$ cat config.mk
export PLATFORM = sky130hd
export DESIGN_NAME = digit_scan_mux
export DESIGN_NICKNAME = d
export VERILOG_FILES = /design/src/rtl/digit_scan_mux.sv
export SDC_FILE = /design/constraint.sdc
export NUM_CORES = 1
export LEC_CHECK = 0
export CORE_ASPECT_RATIO = 0.6
export CORE_MARGIN = 2
export CORE_UTILIZATION = 53
export DETAILED_ROUTE_END_ITERATION = 8
export PLACE_DENSITY = 0.83
export SLEW_MARGIN = 10
export SYNTH_ARGS = -nofsm -noshare
export SYNTH_HDL_FRONTEND = slang
export SYNTH_SLANG_ARGS = --single-unit
$ cat constraint.sdc
create_clock -name clk -period 2.1 [get_ports clk]
set_input_delay 0.21 -clock clk [delete_from_list [all_inputs] [get_ports clk]]
set_output_delay 0.21 -clock clk [all_outputs]
set_load 0.005 [all_outputs]
$ cat src/rtl/digit_scan_mux.sv
`default_nettype none
// ============================================================================
// Module   : digit_scan_mux
// Purpose  : Time-multiplexed 4-digit scanner. Double-buffers a 12-bit frame
//            and drives one 3-bit digit code plus its active-low enable per slot.
// Revision : 1.0 - initial release
// ============================================================================
module digit_scan_mux #(
  parameter int CLK_DIV = 4
) (
  input  logic        clk,
  input  logic        rst,
  input  logic        load_valid,
  input  logic [11:0] load_data,
  output logic        load_ready,
  input  logic        blank,
  output logic [2:0]  ABC,
  output logic [3:0]  AN,
  output logic [1:0]  scan_idx
);

  localparam int c_presc_w = (CLK_DIV > 1) ? $clog2(CLK_DIV) : 1;
  localparam logic [c_presc_w-1:0] c_presc_last = c_presc_w'(CLK_DIV - 1);

  typedef enum logic [0:0] {
    IDLE = 1'b0,
    SCAN = 1'b1
  } state_t;

  state_t                 r_state;
  logic [c_presc_w-1:0]   r_presc;
  logic [11:0]            r_active;
  logic [11:0]            r_pending;
  logic                   r_pend_flag;

  logic                   w_tick;
  logic                   w_accept;
  logic                   w_xfer;
  logic [11:0]            w_active_nxt;
  state_t                 w_state_nxt;
  logic [1:0]             w_idx_nxt;
  logic [2:0]             w_digit;
  logic [3:0]             w_an_nxt;

  assign w_tick     = (r_presc == c_presc_last);
  assign load_ready = ~r_pend_flag;
  // Accept and transfer are mutually exclusive: one needs the flag clear,
  // the other needs it set, so a load on a tick waits one full slot.
  assign w_accept   = load_valid & ~r_pend_flag;
  assign w_xfer     = w_tick & r_pend_flag;
  assign w_active_nxt = w_xfer ? r_pending : r_active;

  always_comb begin
    w_state_nxt = r_state;
    w_idx_nxt   = scan_idx;
    if (r_state == IDLE) begin
      if (w_xfer) begin
        w_state_nxt = SCAN;
        w_idx_nxt   = 2'd0;
      end
    end else begin
      w_idx_nxt = scan_idx + 2'd1;
    end
  end

  // Digit comes from the post-transfer frame so a new frame shows in its landing slot.
  always_comb begin
    w_digit = 3'b000;
    case (w_idx_nxt)
      2'd0: w_digit = w_active_nxt[2:0];
      2'd1: w_digit = w_active_nxt[5:3];
      2'd2: w_digit = w_active_nxt[8:6];
      2'd3: w_digit = w_active_nxt[11:9];
      default: w_digit = 3'b000;
    endcase
  end

  always_comb begin
    w_an_nxt = 4'b1111;
    if ((w_state_nxt == SCAN) && !blank) begin
      w_an_nxt[w_idx_nxt] = 1'b0;
    end
  end

  always_ff @(posedge clk or posedge rst) begin
    if (rst) begin
      r_presc     <= '0;
      r_state     <= IDLE;
      r_active    <= 12'd0;
      r_pending   <= 12'd0;
      r_pend_flag <= 1'b0;
      scan_idx    <= 2'd0;
      ABC         <= 3'b000;
      AN          <= 4'b1111;
    end else begin
      r_presc <= w_tick ? '0 : r_presc + 1'b1;

      if (w_accept) begin
        r_pending <= load_data;
      end

      if (w_xfer) begin
        r_active    <= r_pending;
        r_pend_flag <= 1'b0;
      end else if (w_accept) begin
        r_pend_flag <= 1'b1;
      end

      if (w_tick) begin
        r_state  <= w_state_nxt;
        scan_idx <= w_idx_nxt;
        ABC      <= w_digit;
        AN       <= w_an_nxt;
      end
    end
  end

endmodule
`default_nettype wire

# Word level (Yosys, flattened, before mapping)
# Index checks and enable logic that the tools add are counted.
[totals] register_bits=37 out_inout_bits=10 word_cells=37
[op_classes] n_addsub=2 n_lt_le_gt_ge=2 n_eq_ne=4 mux=12 bitwise_logic=4 n_reduce_logical=5
[ops] cell="$mux W12" count=1
[ops] cell="$pmux W3 S4" count=1
[ops] cell="$eq A2 B2 Y1 const B" count=3
[ops] cell="$mux W2" count=3
[ops] cell="$mux W1" count=5
[ops] cell="$add A2 B1 Y2 const B" count=2
[ops] cell="$mux W4" count=1
[ops] cell="$not A4 Y4" count=1
[ops] cell="$lt A2 B3 Y1 const B" count=1
[ops] cell="$and A1 B1 Y1" count=2
[ops] cell="$demux W1 S2" count=1
[ops] cell="$eq A2 B1 Y1 const B" count=1
[ops] cell="$ge A2 B1 Y1 const B" count=1
[ops] cell="$logic_and A1 B1 Y1" count=2
[ops] cell="$logic_not A2 Y1" count=1
[ops] cell="$reduce_bool A2 Y1" count=1
[ops] cell="$logic_not A1 Y1" count=1
[ops] cell="$not A1 Y1" count=1

# Longest topological paths before layout
# Gate-level depths: netlist of the first run.
[logic_depth] ltp_word=10 depth_mapped=6 ltp_nobuf=5

# Worst setup path after synthesis of the first run
# OpenSTA, ideal clock, no wires.
[synth_path] path_kind="register -> register" startpoint="reg r_presc[0]" endpoint="reg ABC[0]" setup_time_ns=0.124 arrival_ns=1.541 setup_slack_ns=0.435 stages_incl_launch_ff=6 cell_sequence="dfrtp_1 > ha_1 > nand2_2 > mux2_4 > a31o_1 > o31a_1"
[synth_between] elab_cells_between_ends=10 cone_classes="eq/ne (4); mux (4); bitwise (1); reduce/logical (1)"
[synth_rtl] element="start: declaration" line="31" text="logic [c_presc_w-1:0] r_presc;"
[synth_rtl] element="start signal: assignment" line="96" text="r_presc <= w_tick ? '0 : r_presc + 1'b1;"
[synth_rtl] element="$eq A2 B2 Y1" line="45" text="assign w_tick = (r_presc == c_presc_last);"
[synth_rtl] element="$and A1 B1 Y1" line="50" text="assign w_xfer = w_tick & r_pend_flag;"
[synth_rtl] element="$mux W12"
[synth_rtl] element="via w_active_nxt[9]" line="39" text="logic [11:0] w_active_nxt;"
[synth_rtl] element="$pmux W3 S4" line="69" text="case (w_idx_nxt)"
[synth_rtl] element="end signal: assignment" line="112" text="ABC <= w_digit;"
[synth_rtl] element="end: declaration" line="17" text="output logic [2:0] ABC,"
# The timed path passes the listed nets, and every way through them passes these cells.
# A chain may end at the register's enable or synchronous reset.

# Worst setup path after layout of the first run
[layout_path] startpoint="reg r_presc[0]" endpoint="reg ABC[1]"
# Same word-level chain as after synthesis.

==> results.sh, run 1 <==
export IMPL_status="completed"
export IMPL_nNetsFinal=196
export IMPL_fin_crit_sh_pct=90.46
export IMPL_grt_antenna_before_repair=0
export IMPL_netSwitchingPower_uw=604.5
export IMPL_period_minus_slack_ns=1.900
export IMPL_viasPerCell=5.760
export IMPL_timing_rr_start="r_presc[0]"
export IMPL_skew_ns=0.003380
export IMPL_grt_pass1_wl_mm=5.823
export IMPL_startpoint_type="flip-flop"
export IMPL_n_fill_cell=253
export IMPL_cts_num_sinks=37
export IMPL_setup_worst_path_start="r_presc[0]"
export IMPL_io_pins=26
export IMPL_grt_max_degree=38
export IMPL_drtAntennaViolNets=0
export IMPL_layout_common_cells="33 x dfrtp_1, 25 x clkdlybuf4s50_1, 19 x mux2_2, 12 x nor2_1, 9 x o21ai_0"
export IMPL_start_util_pct=54.40
export IMPL_power_uw=2226
export IMPL_drc=0
export IMPL_ys_ff_latch=37
export IMPL_drt_iter0_markers=99
export IMPL_clk_path_buf_depth=2
export IMPL_grt_overflow=0
export IMPL_p_sw_share_pct=27.16
export IMPL_core_sq_um=3183
export IMPL_intPower_uw=1622
export IMPL_sequentialPowerShare_pct=45.7
export IMPL_crit_fanout=15
export IMPL_slew_violations=0
export IMPL_hold_violations=0
export IMPL_cts_tree="built"
export IMPL_p_per_area_nw_per_um2=1030
export IMPL_grt_use_total_pct=21.42
export IMPL_h_tree_depth=2
export IMPL_rsz0062_at_grt="false"
export IMPL_chipWidth_microns=77.80
export IMPL_p_comb_share_pct=26.3
export IMPL_gp_congestion=0.9074
export IMPL_clock_root_buffer="clkbuf_8"
export IMPL_finalSetupViolCount=0
export IMPL_row_count=16
export IMPL_clkTransAtPathRegs_ns=0.07
export IMPL_synth_cell_area_sq_um=1732
export IMPL_cts_made_buffers=5
export IMPL_finalSetupTns_ns=0
export IMPL_cp_required_ns=2.26
export IMPL_relSlewSlack_pct=68.97
export IMPL_vdd_ir_drop_max_v=0.0005305
export IMPL_rrSetupSlack_ns=0.20
export IMPL_area_growth_pct=24.78
export IMPL_cts_repair_resized=0
export IMPL_final_common_cell="dfrtp_1"
export IMPL_fmax_mhz=526.4
export IMPL_worstHoldPathType="in -> async"
export IMPL_ys_warnings_count=0
export IMPL_endpoint_kind="flip-flop"
export IMPL_vias=1296
export IMPL_dieArea_sq_um=3756
export IMPL_antenna_cells=0
export IMPL_synth_cell_type_count=36
export IMPL_die_h_microns=48.28
export IMPL_tightest_slew_ns=0.4654
export IMPL_io_buffers=25
export IMPL_arrival_ns=2.06
export IMPL_seq_area_frac_synth_pct=53.76
export IMPL_holdBufCountCts=0
export IMPL_synthCells=150
export IMPL_dp_hpwl_mm=2.555
export IMPL_synth_avg_cell_area_sq_um=11.54
export IMPL_routedWlPerCell_microns=16.05
export IMPL_clkPwrFrac_pct=28.0
export IMPL_syn_nets=167
export IMPL_postCtsSetupBuffers=0
export IMPL_first_global_vias=1221
export IMPL_wirelength_mm=3.611
export IMPL_clk_latency_ns=0.28
export IMPL_first_pass_iters=4
export IMPL_drive_gt1_share_pct=23.33
export IMPL_setup_worst_path_class="reg -> reg"
export IMPL_cap_violations=0
export IMPL_power_leakage_uw=0.0009581
[sequential cells by signal, summed over array words and instances (netlist names)]
signal	count
r_state	1
r_active	12
AN	4
r_presc	2
r_pending	12
scan_idx	2
ABC	3
r_pend_flag	1
[final timing paths]
path / endpoint / cells past startpoint
worst min register to register: r_presc[0] / 1
worst max register to register: ABC[1] / 5
min in group clk: r_presc[0] / 1
worst max-delay path: ABC[1] / 5
worst min-delay path: r_pending[6] / 3
max in group asynchronous: AN[2] / 3
[power by group through the flow]
stage          Sequential (uW)  Combinational (uW)  Clock (uW)
3_5_place_dp              1030                 582           0
5_1_grt                   1040                 645         675
4_1_cts                   1020                 585         638
6_report                  1020                 585         624
3_3_place_gp              1020                 561           0
2_1_floorplan              979                 379           0
[worst max-delay path: stages (launching register included)]
cell      delay [ns]
dfrtp_1         0.38
ha_1            0.22
nand2_2         0.31
mux2_2          0.40
a311oi_1        0.34
a31oi_1         0.12
[synthesized netlist by cell type]
| master | instances | share of area [%] |
|---|---|---|
| dfrtp_1 | 33 | 48 |
| mux2_2 | 19 | 12 |
| nor2_1 | 12 | 2.6 |
| o21ai_0 | 9 | 2.6 |
| inv_1 | 8 | 1.7 |
| clkbuf_1 | 5 | 1.1 |
| nand2_1 | 5 | 1.1 |
| nor2b_1 | 5 | 1.8 |
| a31oi_1 | 4 | 1.4 |
| a41o_1 | 4 | 2.3 |
| buf_2 | 4 | 1.2 |
| dfstp_2 | 4 | 6.1 |
| a21oi_1 | 3 | 0.87 |
| a41oi_1 | 3 | 1.5 |
| mux2i_1 | 3 | 1.7 |
| nand3_1 | 3 | 0.87 |
| a21boi_0 | 2 | 0.87 |
| and3_1 | 2 | 0.72 |
| mux2_4 | 2 | 1.7 |
| o221ai_1 | 2 | 1.0 |
| o31a_1 | 2 | 1.0 |
| or2_2 | 2 | 0.72 |
| a21o_1 | 1 | 0.43 |
| a22o_1 | 1 | 0.51 |
| a311oi_1 | 1 | 0.51 |
| a31o_1 | 1 | 0.51 |
| a32o_1 | 1 | 0.58 |
| buf_4 | 1 | 0.43 |
| ha_1 | 1 | 0.72 |
| nand2_2 | 1 | 0.36 |
| nand3b_1 | 1 | 0.43 |
| o211a_1 | 1 | 0.58 |
| o211ai_1 | 1 | 0.43 |
| o21bai_1 | 1 | 0.43 |
| o221a_1 | 1 | 0.65 |
| o31ai_1 | 1 | 0.43 |
[through the flow]
step,hold WS [ns],std cells,cell area [sq um],util (%),setup slack (ns)
after detailed placement,0.4264,217,2044,64.23,0.2265
after floorplan,0.3174,150,1732,-,0.4350
after global routing,0.3802,225,2161,67.89,0.1569
after CTS,0.3570,225,2161,67.89,0.2174
final,0.3431,225,2161,67.89,0.2003
after global placement,0.4115,217,2044,64.23,0.2980
[final cells by class]
cell class,count,area (sq um),area share (%)
multi-input combinational,95,724.4,33.53
tap,45,56.30,2.606
clock buffer,7,86.33,3.995
inverter,8,30.03,1.390
timing repair buffer,32,302.8,14.01
sequential,37,930.9,43.08
clock inverter,1,30.03,1.390
[kinds of logic after synthesis]
group,count (synthesis),synth area share [%]
AND/OR/NAND/NOR,31,8.598
multiplexers,24,15.82
AO/OA/AOI/OAI,39,16.69
adder cells (fa/ha/maj),1,0.7224
flip-flops,37,53.76
buffers and inverters,18,4.408
[per-layer routing]
layer,share of wire (%),track usage (%)
met5,0,0
met4,0.53,8.571
met3,7.9,6.667
met2,45,33.28
met1,46,29.05
No activity file was read; power rests on OpenSTA's default activity.
==> inputs of run 2 (changes only) <==
--- a/config.mk
+++ b/config.mk
@@ -6,8 +6,9 @@
 export NUM_CORES = 1
 export LEC_CHECK = 0
 export CORE_ASPECT_RATIO = 0.6
-export CORE_MARGIN = 2
+export CORE_MARGIN = 8
 export CORE_UTILIZATION = 53
+export CTS_CLUSTER_SIZE = 8
 export DETAILED_ROUTE_END_ITERATION = 8
 export PLACE_DENSITY = 0.83
 export SLEW_MARGIN = 10
==> results.sh, run 2 (synthesis gave the netlist of run 1 again) <==
export IMPL_status="completed"
export IMPL_wirelength_mm=3.775
export IMPL_grt_overflow=0
export IMPL_power_leakage_uw=0.0009435
export IMPL_fin_area_sq_um=2136
export IMPL_grt_busiest_layer="met2"
export IMPL_viasPerCell=5.812
export IMPL_routedWlPerCell_microns=16.93
export IMPL_p_per_area_nw_per_um2=981.1
export IMPL_critPathBufInv=0
export IMPL_place_ws_ns=0.2548
export IMPL_core_sq_um=3183
export IMPL_cts_made_buffers=5
export IMPL_first_pass_iters=6
export IMPL_dieArea_sq_um=5412
export IMPL_h_tree_depth=2
export IMPL_met1_usage_pct=18.82
export IMPL_layout_common_cells="33 x dfrtp_1, 25 x clkdlybuf4s50_1, 19 x mux2_2, 12 x nor2_1, 9 x o21ai_0"
export IMPL_nNetsFinal=195
export IMPL_clk_latency_ns=0.29
export IMPL_antenna_cells=0
export IMPL_cts_tree="built"
export IMPL_crit_fanout=15
export IMPL_slew_violations=0
export IMPL_arrival_ns=2.04
export IMPL_cp_required_ns=2.27
export IMPL_met2_usage_pct=23.44
export IMPL_critPathTopFamily="compound AO/OA/AOI/OAI gates"
export IMPL_startpoint_type="flip-flop"
export IMPL_skew_ns=0.003531
export IMPL_tightest_slew_ns=0.5947
export IMPL_cts_num_sinks=37
export IMPL_drt_iter0_markers=176
export IMPL_io_buffers=25
export IMPL_crit_chain="ha_1 > nand2_2 > mux2_4 > a31o_1 > o31a_1"
export IMPL_grt_pass1_wl_mm=6.451
export IMPL_relSlewSlack_pct=60.31
export IMPL_drtAntennaViolNets=0
export IMPL_top_regs="r_active: 12 flops, r_pending: 12 flops, AN: 4 flops"
export IMPL_clock_root_buffer="clkbuf_8"
export IMPL_finalSetupViolCount=0
export IMPL_first_global_vias=1313
export IMPL_gp_congestion=0.9060
export IMPL_drive_gt1_share_pct=22.47
export IMPL_max_stage_delay_ns=0.39
export IMPL_holdBufCountCts=0
export IMPL_vias=1296
export IMPL_fin_crit_sh_pct=88.66
export IMPL_postCtsSetupBuffers=0
export IMPL_start_util_pct=54.40
export IMPL_final_common_cell="dfrtp_1"
export IMPL_cpMaxStageDelayCell="dfrtp_1"
export IMPL_layout_setup_ws_ns=0.2381
export IMPL_area_growth_pct=23.34
export IMPL_worstHoldPathType="in -> async"
export IMPL_finalSetupTns_ns=0
export IMPL_dp_cells=216
export IMPL_fmax_mhz=537.1
export IMPL_cts_repair_resized=0
export IMPL_hold_violations=0
export IMPL_setup_worst_path_class="reg -> reg"
export IMPL_rsz0062_at_grt="false"
export IMPL_row_count=16
export IMPL_grt_antenna_before_repair=0
export IMPL_cap_violations=0
export IMPL_stdcell_count=223
export IMPL_period_minus_slack_ns=1.862
export IMPL_clk_path_buf_depth=2
export IMPL_dp_hpwl_mm=2.834
export IMPL_chipWidth_microns=89.80
export IMPL_n_fill_cell=226
export IMPL_place_area_sq_um=2049
export IMPL_io_pins=26
export IMPL_grt_use_total_pct=15.43
export IMPL_grt_use_met3_pct=4.762
export IMPL_vdd_ir_drop_max_v=0.0004722
export IMPL_endpoint_kind="flip-flop"
export IMPL_final_core_util_pct=67.10
export IMPL_grt_max_degree=25
export IMPL_clkTransAtPathRegs_ns=0.07
export IMPL_die_h_microns=60.28
export IMPL_drc=0
-- run 2: metal layers --
metal / vias to the layer above / wire [microns]
met5: - / 0
met4: 0 / 108
met3: 12 / 253
met2: 53 / 1764
met1: 632 / 1649
li1: 599 / -
-- run 2: metrics by stage --
stage	hold WS [ns]	total power, uW
after floorplan	0.3174	1357
after detailed placement	0.4219	1626
after CTS	0.2904	2122
final	0.2841	2095
after global routing	0.3369	2221
after global placement	0.4122	1587
-- run 2: cell type report --
| type | instances | area (sq um) | area share [%] |
|---|---|---|---|
| clock buffers | 7 | 86.33 | 4.042 |
| inverters | 8 | 30.03 | 1.406 |
| flip-flops and latches | 37 | 930.9 | 43.59 |
| well taps | 45 | 56.30 | 2.636 |
| repair buffers | 31 | 307.8 | 14.41 |
| multi-input cells | 95 | 724.4 | 33.92 |
-- run 2: worst paths after layout --
| path | start | endpoint | slack (ns) | cells past startpoint |
|---|---|---|---|---|
| worst max register to register | r_presc[0] | ABC[0] | 0.24 | 5 |
| worst max-delay path | r_presc[0] | ABC[0] | 0.24 | 5 |
| max in group asynchronous | rst | r_pending[5] | 1.29 | 3 |
| worst min register to register | r_presc[0] | r_presc[0] | 0.44 | 1 |
| worst min-delay path | rst | r_pending[10] | 0.28 | 2 |
| min in group clk | r_presc[0] | r_presc[0] | 0.44 | 1 |
-- run 2: where the power goes --
part | leakage, uW | internal (uW) | total, uW | switching [uW]
Sequential | 0.000423 | 894 | 1010 | 119
Combinational | 0.000476 | 342 | 599 | 257
Clock | 0.0000443 | 260 | 483 | 223
Total | 0.000943 | 1500 | 2100 | 600
-- run 2: worst register-to-register path, delay by kind of cell, from the launching register on --
kind            cells  cell delay (ns)
compound gates      2             0.50
flops               1             0.39
mux                 1             0.35
simple gates        1             0.29
fa+ha+maj           1             0.23
==> inputs of run 3 (changes only) <==
--- a/config.mk
+++ b/config.mk
@@ -5,6 +5,7 @@
 export SDC_FILE = /design/constraint.sdc
 export NUM_CORES = 1
 export LEC_CHECK = 0
+export CAP_MARGIN = 40
 export CORE_ASPECT_RATIO = 0.6
 export CORE_MARGIN = 8
 export CORE_UTILIZATION = 53
==> results of run 3 <==
Same layout as run 2: the final DEF is identical, and so are final timing and power.
==> edit 1 (flow settings as in run 2) <==
`CLK_DIV`: 4 -> 8.
--- a/src/rtl/digit_scan_mux.sv
+++ b/src/rtl/digit_scan_mux.sv
@@ -6,7 +6,7 @@
 // Revision : 1.0 - initial release
 // ============================================================================
 module digit_scan_mux #(
-  parameter int CLK_DIV = 4
+  parameter int CLK_DIV = 8
 ) (
   input  logic        clk,
   input  logic        rst,
Formal check against the unedited RTL: not equivalent (a bounded check fails within 10 cycles, from zero or initial values and one cycle with rst high).
==> edit 1 against run 2 <==
  * Setup slack worse by 0.089 ns
  * Synthesized area is 3.2% higher
  * Count of clock-buffer cells in the layout is 1 lower
  * Worst hold slack better by 0.040 ns
  * Sequential cell count increased by 1
  * Highest routed layer unchanged
  * Largest power group unchanged
  * Global-route usage up 0.058 points
  * First-iteration DRC count shrank 49%
  * Sequential share of layout area is 0.74 points lower
  * Via count rose by 0.39%
  * Largest cell class unchanged
  * Power up 5.4%
  * Final area up 4.5%
  * Routed wire length is 0.11% lower
==> edit 1: results (changes against run 2) <==
Run status
  – Status: completed

Setup path
  – Crit path from: r_presc[0]
  – Reg2Reg Setup Slack: 0.15 ns (-0.09 ns)
  – Worst Path Max Fanout: 9 (-6)
  – Worst reg-to-reg path cell count: 6 (+1)
  – CP max stage delay: 0.39 ns (about the same)
  – Setup crit end: ABC[0]
  – Crit-path slowest cell: dfrtp_1
  – Critical Path AT: 2.13 ns (+0.09 ns)

Routing
  – DRT Pass-1 Iters: 4 (-2)
  – Drt first-iter violations: 90 (-49%)
  – Routed len/inst: 16.3 um (-3.6%)
  – Number of vias per cell: 5.63 (-3.1%)

Synthesis
  – Syn_area_per_cell: 11.4 sq um (-1.4%)
  – Synth warn: 0 (unchanged)
  – Commonest cells in the netlist: dfrtp_1, mux2_2, nand2_1, nor2_1, o21ai_0
  – FFs w/ async S/R, synth: 1.00 (unchanged)
  – Top post-synthesis cells by area: dfrtp_1, mux2_2, dfstp_2
  – Syn nets: 175 (+4.8%)
  – Seq/Total Area, Yosys: 0.535 (-0.00256)
  – Distinct cells, synth: 38 (+5.6%)

Min path
  – Hold Path Class: in2async

Pwr
  – Worst VDD drop: 0.573 mV (+21%)
  – Leak: 0.964 nW (+2.2%)

Timing
  – Sum of negative setup slack: 0 ns (unchanged)
  – Rel. slew slack: 0.576 (-0.0272)
  – Fin crit share: 0.929 (+0.0422)
  – Clock Skew: 0.00667 ns (+0.00314 ns)

Placed design
  – I/O Buffers: 25 (unchanged)
  – Placed cells: 223 (+3.2%)
  – Final Wtd Congestion: 0.790 (-13%)
  – DP HPWL: 2.61 mm (-7.7%)
  – Placed inst area: 2090 sq um (+1.9%)
  – Pre-CTS setup slack: 0.159 ns (-0.0959 ns)

CTS
  – Max Root-Sink Buffers: 2 (unchanged)
  – Worst skew pair latency: 0.29 ns (about the same)
  – CTS Buf Count: 5 (unchanged)
  – Root buffer cell: clkbuf_8
  – Clock transition at path regs: 0.08 ns
  – H-Tree Depth: 2 (unchanged)

Global route
  – Gr usage total: 0.155 (+0.000578)
  – Largest net degree at the start of global routing: 39 (+56%)
  – Global-route wire length before repair: 6.69 mm (+3.6%)
  – Initial antenna violation count: 0 (unchanged)
  – Vias in the first global route: 1377 (+4.9%)

Cells and area
  – Layout Nets: 203 (+4.1%)
  – Share of cells above drive strength 1: 0.231 (+0.00646)
  – Largest regs: r_active x12, r_pending x12, AN x4
  – Non-Filler Instances: 231 (+3.6%)
  – # diodes: 0 (unchanged)
-- edit 1: cell count changes after synthesis, sizes merged, moves of 4 or more --
cell / delta
nand2b: +5
a21bo: +4
a41o: -4
o22ai: +4
inv: -4
nor2: -6
nand2: +12
-- edit 1: cell families after synthesis --
family | after synthesis | share of synthesized area
AO/OA/AOI/OAI | 40 | 0.163
flip-flops | 38 | 0.535
AND/OR/NAND/NOR | 41 | 0.111
adder cells (fa/ha/maj) | 2 | 0.0140
buffers and inverters | 14 | 0.0364
multiplexers | 22 | 0.141
-- edit 1: worst min path at each step --
stage	start	end	slack, ns	cells after the start
2_1_floorplan	load_data[0]	r_pending[0]	0.36	1
3_3_place_gp	r_presc[0]	r_presc[0]	0.42	1
3_5_place_dp	r_presc[0]	r_presc[0]	0.44	1
4_1_cts	rst	r_pending[4]	0.33	3
5_1_grt	rst	r_active[7]	0.36	3
6_report	rst	r_pending[10]	0.32	3
-- edit 1: routing by layer --
metal	global-route usage	part of all wire	up-vias
li1	-	-	620
met2	0.228	0.44	48
met3	0.0519	0.064	5
met5	0	0	-
met4	0.0739	0.011	0
met1	0.203	0.49	628
-- edit 1: layout make-up --
type                            count  area [sq um]
Clock inverter                      2          60.1
Inverter                            4          15.0
Tap cell                           45          56.3
Clock buffer                        6          82.6
Timing Repair Buffer               31           295
Sequential cell                    38           956
Multi-Input combinational cell    105           766
Fill cell                         252          1010
-- edit 1: critical path, delay by kind of cell (launching register included) --
| family | cells | cell delay (ns) |
|---|---|---|
| compound gates | 2 | 0.53 |
| fa+ha+maj | 2 | 0.45 |
| flops | 1 | 0.39 |
| mux | 1 | 0.33 |
| simple gates | 1 | 0.15 |
-- edit 1: where the power goes --
part,leakage (nW),switching (mW),internal (mW)
registers,0.439,0.102,0.914
clock network,0.0714,0.259,0.507
logic,0.454,0.159,0.269
==> edit 2 (settings of run 2) <==
Without the edit above. Put one more register stage on the output `AN`, with the module's reset. The value now appears one clock later. The other outputs are not delayed to match.
--- a/src/rtl/digit_scan_mux.sv
+++ b/src/rtl/digit_scan_mux.sv
@@ -26,6 +26,8 @@
     IDLE = 1'b0,
     SCAN = 1'b1
   } state_t;
+
+  logic [3:0] AN_s0;
 
   state_t                 r_state;
   logic [c_presc_w-1:0]   r_presc;
@@ -91,7 +93,7 @@
       r_pend_flag <= 1'b0;
       scan_idx    <= 2'd0;
       ABC         <= 3'b000;
-      AN          <= 4'b1111;
+      AN_s0       <= 4'b1111;
     end else begin
       r_presc <= w_tick ? '0 : r_presc + 1'b1;
 
@@ -110,8 +112,16 @@
         r_state  <= w_state_nxt;
         scan_idx <= w_idx_nxt;
         ABC      <= w_digit;
-        AN       <= w_an_nxt;
+        AN_s0    <= w_an_nxt;
       end
+    end
+  end
+
+  always_ff @(posedge clk or posedge rst) begin
+    if (rst) begin
+      AN <= '0;
+    end else begin
+      AN <= AN_s0;
     end
   end
 
Behaviour: not the same (a bounded check fails within 4 cycles, from zero or initial values and one cycle with rst high).
==> edit 2 against run 2 <==
  * Global-route usage is 0.17 points lower
  * Setup slack worse by 0.030 ns
  * Final area is 4.8% higher
  * Via count is 1.1% lower
  * Synthesized area is 6.3% higher
  * Sequential cell count is 4 higher
  * Fmax is 1.6% lower
  * Final cell count is 2.2% higher
  * First-iteration DRC count is 32% lower
  * Worst hold slack better by 0.058 ns
  * Power is 12% higher
  * Routed wire length is 4.3% higher
  * Critical path type unchanged
  * Critical endpoint unchanged
==> edit 2: results (changes against run 2) <==
Setup path
  – Worst reg-to-reg path cell count: 6 (+1)

Global route
  – Gr usage total: 0.153 (-0.00173)
  – Grt met2 use: 0.226 (-0.00867)
  – GRT met3 Usage: 0.0693 (+0.0217)
  – Vias in the first global route: 1409 (+7.3%)
  – Global-route wire length before repair: 6.74 mm (+4.5%)

Routing
  – DRT Pass-1 Iters: 4 (-2)
  – Routed length on met1: 1.82 mm (+10%)
  – DR WL met3: 331 um (+31%)
  – Vias after detailed routing: 1282 (-1.1%)
  – Met2 WL post-DR: 1.75 mm (-0.91%)
  – Number of vias per cell: 5.62 (-3.2%)
  – DRT Wirelength: 3.94 mm (+4.3%)
  – Drt first-iter violations: 119 (-32%)

Placed design
  – Placed cells: 220 (+1.9%)
  – Final Wtd Congestion: 0.924 (+2.0%)
  – Placed inst area: 2120 sq um (+3.5%)
  – DP HPWL: 2.80 mm (-1.2%)
  – Pre-CTS setup slack: 0.229 ns (-0.0263 ns)

Cells and area
  – Largest regs: r_active x12, r_pending x12
  – Layout Nets: 199 (+2.1%)
  – Fillers: 253 (+12%)
  – Share of cells above drive strength 1: 0.262 (+0.0376)

Synthesis
  – Distinct cells, synth: 42 (+17%)
  – Seq/Total Area, Yosys: 0.560 (+0.0226)
  – Commonest cells in the netlist: dfrtp_1, mux2_2, nor2_1, nand2_1, a21oi_1
  – Synth warn: 0 (unchanged)
  – Syn_area_per_cell: 11.9 sq um (+2.9%)
  – Top post-synthesis cells by area: dfrtp_1, mux2_2, dfstp_2
  – Yosys reg bits: 41 (+11%)

CTS
  – Root buffer cell: clkbuf_8

Pwr
  – Worst VDD drop: 0.511 mV (+8.1%)
  – Leak: 0.948 nW (+0.47%)

Run status
  – Status: completed

Timing
  – Sum of negative setup slack: 0 ns (unchanged)
  – Slack of the critical path: 0.208 ns (-0.0301 ns)
  – Clock Skew: 0.00992 ns (+0.00639 ns)
-- edit 2: power by group --
group / internal [mW] / switching, mW / total, mW
clock: 0.387 / 0.256 / 0.644
sequential: 0.979 / 0.145 / 1.12
combinational: 0.339 / 0.235 / 0.574
-- edit 2: cells by family after synthesis --
family | synth area share
buf+inv | 0.0462
fa+ha+maj | 0.00680
compound gates | 0.128
simple gates | 0.0959
mux | 0.162
flops | 0.560
-- edit 2: area by class of cell --
type	count	area (sq um)	share of cell area
clock inverter	1	30.0	0.0134
inverter	6	22.5	0.0101
sequential	41	1030	0.461
clock buffer	7	86.3	0.0386
tap	45	56.3	0.0252
timing repair buffer	30	288	0.129
multi-input combinational	98	724	0.324
-- edit 2: critical path, stage by stage (launching register included) --
cell	delay, ns
dfrtp_1	0.35
ha_1	0.39
nand2_4	0.22
mux2_4	0.36
a221oi_2	0.21
or3_1	0.14
a31oi_1	0.08
